[config.mk]
export PLATFORM = sky130hd
export DESIGN_NAME = pn15_gen
export DESIGN_NICKNAME = d
export VERILOG_FILES = /design/src/rtl/pn_pkg.sv /design/src/rtl/pn_lfsr_fib.sv /design/src/rtl/pn15_gen.sv
export SDC_FILE = /design/constraint.sdc
export NUM_CORES = 1
export LEC_CHECK = 0
export BUFFER_PORTS_ARGS = -buffer_cell sky130_fd_sc_hd__buf_4
export CAP_MARGIN = 25
export CORE_MARGIN = 2
export CORE_UTILIZATION = 50
export DETAILED_ROUTE_END_ITERATION = 12
export HOLD_SLACK_MARGIN = 0.1
export PLACE_DENSITY_LB_ADDON = 0.08
export SLEW_MARGIN = 10
export SYNTH_ARGS = -nofsm -noshare
export SYNTH_HDL_FRONTEND = slang
export SYNTH_SLANG_ARGS = --single-unit
[constraint.sdc]
create_clock -name clk -period 1.35 [get_ports clk]
set_input_delay 0.135 -clock clk [delete_from_list [all_inputs] [get_ports clk]]
set_output_delay 0.135 -clock clk [all_outputs]
set_load 0.1 [all_outputs]
[src/rtl/pn_pkg.sv]
// Shared constants for the pn15_gen PN generator bank.
// Widths, second taps and the all-ones seed.
package pn_pkg;

  localparam int PN15_W   = 4;
  localparam int PN31_W   = 5;
  localparam int PN511_W  = 9;
  localparam int PN1023_W = 10;
  localparam int PN2047_W = 11;

  localparam int PN15_K   = 3;
  localparam int PN31_K   = 3;
  localparam int PN511_K  = 5;
  localparam int PN1023_K = 7;
  localparam int PN2047_K = 9;

  localparam logic [15:0] PN_SEED = 16'hFFFF;

endpackage

[src/rtl/pn_lfsr_fib.sv]
// One Fibonacci LFSR, polynomial x^N + x^K + 1, seeded all-ones.
// Macro PN_LOCKUP_GUARD_EN: reload the seed from the all-zero state.
module pn_lfsr_fib
  import pn_pkg::*;
#(
  parameter int N = 4,
  parameter int K = 3
) (
  input  logic clk,
  input  logic reset_n,
  input  logic valid,
  output logic out
);

  localparam logic [N-1:0] SEED = PN_SEED[N-1:0];

  logic [N-1:0] s;
  logic [N-1:0] nxt;

  // next state: shift left, feedback from the two taps into bit 0
  always_comb begin
    nxt = {s[N-2:0], s[N-1] ^ s[K-1]};
`ifdef PN_LOCKUP_GUARD_EN
    if (s == '0) nxt = SEED;
`endif
  end

  // state register; reset input is active-high despite its name
  always_ff @(posedge clk or posedge reset_n) begin
    if (reset_n)    s <= SEED;
    else if (valid) s <= nxt;
  end

  assign out = s[N-1];

endmodule

[src/rtl/pn15_gen.sv]
// Bank of five maximal-length PN generators sharing one advance enable.
// Macro PN_LOCKUP_GUARD_EN enables all-zero lockup recovery.
module pn15_gen
  import pn_pkg::*;
#(
  parameter bit OUT_INV = 1'b0
) (
  input  logic clk,
  input  logic reset_n,
  input  logic valid,
  output logic PN15,
  output logic PN31,
  output logic PN511,
  output logic PN1023,
  output logic PN2047
);

  logic [4:0] raw;

  pn_lfsr_fib #(.N(PN15_W), .K(PN15_K)) u_pn15 (
    .clk     (clk),
    .reset_n (reset_n),
    .valid   (valid),
    .out     (raw[0])
  );

  pn_lfsr_fib #(.N(PN31_W), .K(PN31_K)) u_pn31 (
    .clk     (clk),
    .reset_n (reset_n),
    .valid   (valid),
    .out     (raw[1])
  );

  pn_lfsr_fib #(.N(PN511_W), .K(PN511_K)) u_pn511 (
    .clk     (clk),
    .reset_n (reset_n),
    .valid   (valid),
    .out     (raw[2])
  );

  pn_lfsr_fib #(.N(PN1023_W), .K(PN1023_K)) u_pn1023 (
    .clk     (clk),
    .reset_n (reset_n),
    .valid   (valid),
    .out     (raw[3])
  );

  pn_lfsr_fib #(.N(PN2047_W), .K(PN2047_K)) u_pn2047 (
    .clk     (clk),
    .reset_n (reset_n),
    .valid   (valid),
    .out     (raw[4])
  );

  assign PN15   = raw[0] ^ OUT_INV;
  assign PN31   = raw[1] ^ OUT_INV;
  assign PN511  = raw[2] ^ OUT_INV;
  assign PN1023 = raw[3] ^ OUT_INV;
  assign PN2047 = raw[4] ^ OUT_INV;

endmodule

## Yosys cells after proc, flatten, opt, wreduce, memory -nomap -nowiden

Cells that the tools add are included.
Widths: inputs -> output; s select.

- Bitwise gates (word level): 5

Operator list:

| cell | count |
|---|---|
| $xor 1x1->1 | 5 |

- Register bits after elaboration: 39
- Output and inout bits: 5
- Logic and storage cells: 10
- Input bits: 3

## Logic depth before layout (Yosys ltp)

- Depth after elaboration: 1
- Depth in mapped cells: 4
- Gate-level depth less buffers: 2

## By module

Synthesis repeated with hierarchy kept, for this count alone.

- Cell total of the unflattened synthesis: 96
- Area, all modules: 1637.8 µm²

By module, submodules not included:

| module | sequential area each (µm²) | instances | cells each | area an instance (µm²) |
|---|---|---|---|---|
| pn_lfsr_fib at u_pn2047 | 289.0 | 1 | 26 | 464.2 |
| pn_lfsr_fib at u_pn1023 | 262.8 | 1 | 24 | 426.7 |
| pn_lfsr_fib at u_pn511 | 236.5 | 1 | 22 | 389.1 |
| pn_lfsr_fib at u_pn31 | 131.4 | 1 | 13 | 197.7 |
| pn_lfsr_fib at u_pn15 | 105.1 | 1 | 11 | 160.2 |

## Least setup slack after synthesis

No wires, ideal clock.

- Path type: flip-flop to flip-flop
- Start point: register u_pn1023.s[9]
- End point: register u_pn1023.s[0]
- Period minus slack after synthesis: 1.179 ns
- Path buffers: 0
- Setup slack: 0.171 ns
- Setup time: 0.081 ns
- Data required time: 1.269 ns
- Cell stages (with the launch flop): 3
- Data arrival time: 1.097 ns
- Path through: dfstp_2 > xnor2_1 > a21oi_1

- Cells in the longest elaborated chain, start to end: 1

RTL lines:

| item | RTL line | text |
|---|---|---|
| start, declared | pn_lfsr_fib.sv:17 | `logic [N-1:0] s;` |
| start signal, assigned | pn_lfsr_fib.sv:31 | `else if (valid) s <= nxt;` |
| $xor 1x1->1 | pn_lfsr_fib.sv:22 | `nxt = {s[N-2:0], s[N-1] ^ s[K-1]};` |

No other way between the ends.
A chain may end at the register's enable or synchronous reset.

## Final worst setup path

- Start point: register u_pn1023.s[9]
- End point: output port PN1023

RTL lines:

| item | RTL line | text |
|---|---|---|
| end, declared | pn15_gen.sv:14 | `output logic PN1023,` |

No word-level cell between the ends.

==> impl_metrics.yaml <==
sta:
  setup_viol: 0
  setup_ws_ps: 54.6
  post-route-period-util_pct: 96.0
  rsz0062_at_grt: "no"
  fin_skew_ps: 11.5
  timing.hold.ws_ps: 179
  period_minus_slack_ps: 1300
  tightest_slew_ps: 466
  finalHoldViolCount: 0
  fmax_mhz: 772
  finalSetupTns_ps: 0
  drv_slew: 0
  max_slew_margin_pct: 69.0
power_and_ir_drop:
  clkPwrFrac_pct: 17.6
  power.switching_mw: 1.67
  netSwitchingFraction_pct: 30.8
  seq_power_share_pct: 48.1
  leakage_nw: 0.821
  comb_power_share_pct: 34.3
  p_int_mw: 3.74
  ir_drop_mv: 1.21
  p_per_area_nw_per_um2: 2850
floorplanning:
  num_io_pins: 8
  die_area_sq_um: 3860
  die_w_um: 62.1
  initial_core_util_pct: 51.5
  rows: 21
  core_area_sq_um: 3280
  die_h_um: 62.1
worst_setup_path:
  cp_top_family: "flip-flops"
  crit_arrival_ps: 1160
  crit_required_ps: 1220
  ff2ff_path_depth: 2
  critPathMaxStageDelay_ps: 590
  critPathKind: "flop to primary output"
  r2r_slack_ps: 470
  r2r_start: "u_pn1023.s[9]"
  slowest_stage: "dfstp_2"
  crit_chain: "buf_6"
  crit_path_end_kind: "primary output"
  path_max_fanout: 3
  start_kind: "flop"
  crit_buf_inv: 1
  r2r_end: "u_pn1023.s[0]"
global_route:
  grt_first_pass_wirelength_um: 3840
  groute.usage.overall_pct: 12.7
  grt-ovfl-total: 0
  grt_max_degree: 40
  antenna_found_initial: 0
  first_global_vias: 798
placed_design:
  io_buffers: 7
  dp_hpwl_um: 1290
  globalplace.congestion: 0.622
  dp_worst_setup_slack_ps: 327
  place_area_sq_um: 1770
synthesis:
  yosys.cell_types.count: 10
  yosys_warnings: 0
  synth_area_sq_um: 1690
  yosysSeqAreaShare_pct: 60.6
  synthTopCellsByCount: "39 x dfstp_2, 30 x mux2_4, 5 x a21oi_1, 5 x nor2_1, 5 x xnor2_1"
  synth_flop_cell: "dfstp_2"
  synth_most_common_cell: "dfstp_2"
  synth.avg_cell_area_sq_um: 18.0
  synth_top_area_cell: "dfstp_2"
  synth_nets: 97
  syn_inst: 94
  synth_edf_count: 0
  async_flop_share_pct: 100
  ys_top_cells_by_area: "dfstp_2 61%, mux2_4 27%, buf_12 3.6%, mux2_2 2.7%, xnor2_1 2.6%"
  synth_top_area_share_pct: 60.6
  ys_ff_latch: 39
detailed_routing:
  route.detailed.drc: 0
  num_vias: 731
  avgRoutedWirePerCell_um: 13.8
  ant_nets: 0
  drtPass1Iterations: 2
  drt_iter0_drc: 21
  drt-total-wl_um: 2110
  viasPerCell: 4.78
clock_tree:
  cts_tree: "yes"
  cts.path.max_buffers: 2
  clock_latency_ps: 340
  cts-hold-fix-buffers: 0
  htreeDepth: 2
  cts_sinks: 39
  post_cts_buffers: 0
  cts_root_buf: "clkbuf_4"
  clkTransAtPathRegs_ps: 120
  numCtsBuffers: 5
worst_hold_path:
  hold_path_class: "input port to flop"
  min_to: "u_pn2047.s[0]"
  holdPathStages: 2
  hold_start: "valid"
final_layout:
  area_growth_pct: 12.2
  drive_above_1_share_pct: 85.0
  fin_nets: 109
  diodes: 0
  design_area_sq_um: 1900
run_status:
  status: "complete, no violations"
run:
  maxCapViolations: 0
-- state kept, by name, indices dropped and copies added, names as in the netlist --
name	flops
u_pn511.s	9
u_pn15.s	4
u_pn1023.s	10
u_pn31.s	5
u_pn2047.s	11
-- what timing repair did --
action                                  in CTS  in global routing
resized for setup                            5                  1
endpoints found under the setup margin       5                  1
pin swaps                                    0                  0
-- worst max path at each step --
stage | slack (ps) | startpoint | depth (start not counted) | end
finish | 50 | u_pn1023.s[9] | 1 | PN1023
global route | 0.6 | u_pn1023.s[9] | 1 | PN1023
CTS | 30 | u_pn1023.s[9] | 1 | PN1023
detailed placement | 330 | valid | 3 | u_pn511.s[1]
global placement | 340 | valid | 3 | u_pn31.s[1]
floorplan | 170 | u_pn1023.s[9] | 2 | u_pn1023.s[0]
-- layout by cell type (no fill, tap or decap) --
cell | netlist | final
bufinv_16 | 0 | 2
buf_12 | 3 | 2
buf_4 | 1 | 3
a21oi_1 | 5 | 5
inv_1 | 1 | 1
buf_8 | 0 | 1
mux2_4 | 30 | 30
clkinvlp_4 | 0 | 1
mux2_2 | 4 | 4
clkbuf_4 | 0 | 5
xnor2_1 | 5 | 5
dfstp_2 | 39 | 39
nor2_1 | 5 | 5
buf_6 | 1 | 4
-- through the flow --
step                      instances  util (%)  power (mW)
final                           153      57.8        5.41
after global routing            153      57.8        5.71
after CTS                       153      57.6        5.46
after detailed placement        145      53.9        4.41
after global placement          145      53.9        4.36
after floorplan                  94         -        4.09
-- metal layers --
metal | vias up | global-route usage, % | part of all wire [%]
met2 | 10 | 18.6 | 46
met5 | - | 0 | 0
met3 | 4 | 4.89 | 3.4
met1 | 375 | 16.9 | 49
met4 | 0 | 5.00 | 1.3
li1 | 342 | - | -
-- kinds of logic (layout without fill, tap and decap cells) --
logic type / count (synthesis) / after routing / share of synthesized area [%]
buf+inv: 6 / 19 / 4.89
xor+xnor: 5 / 5 / 2.59
compound gates: 5 / 5 / 1.48
simple gates: 5 / 5 / 1.11
flops: 39 / 39 / 60.6
mux: 34 / 34 / 29.3
-- area by class of cell --
cell class                 instances  area, sq um
clock buffer                       5         37.5
clock inverter                     3         67.6
fill                             272         1390
tap                               46         57.6
sequential                        39         1020
timing repair buffer              10          123
inverter                           1         3.75
multi-input combinational         49          583
-- power by group through the flow --
stage | clock network [mW] | registers [mW] | logic (mW)
finish | 0.950 | 2.60 | 1.85
global route | 1.06 | 2.70 | 1.96
CTS | 0.996 | 2.60 | 1.86
detailed placement | 0 | 2.60 | 1.80
global placement | 0 | 2.58 | 1.78
floorplan | 0 | 3.07 | 1.02
Power figures use the tool's default switching activity.
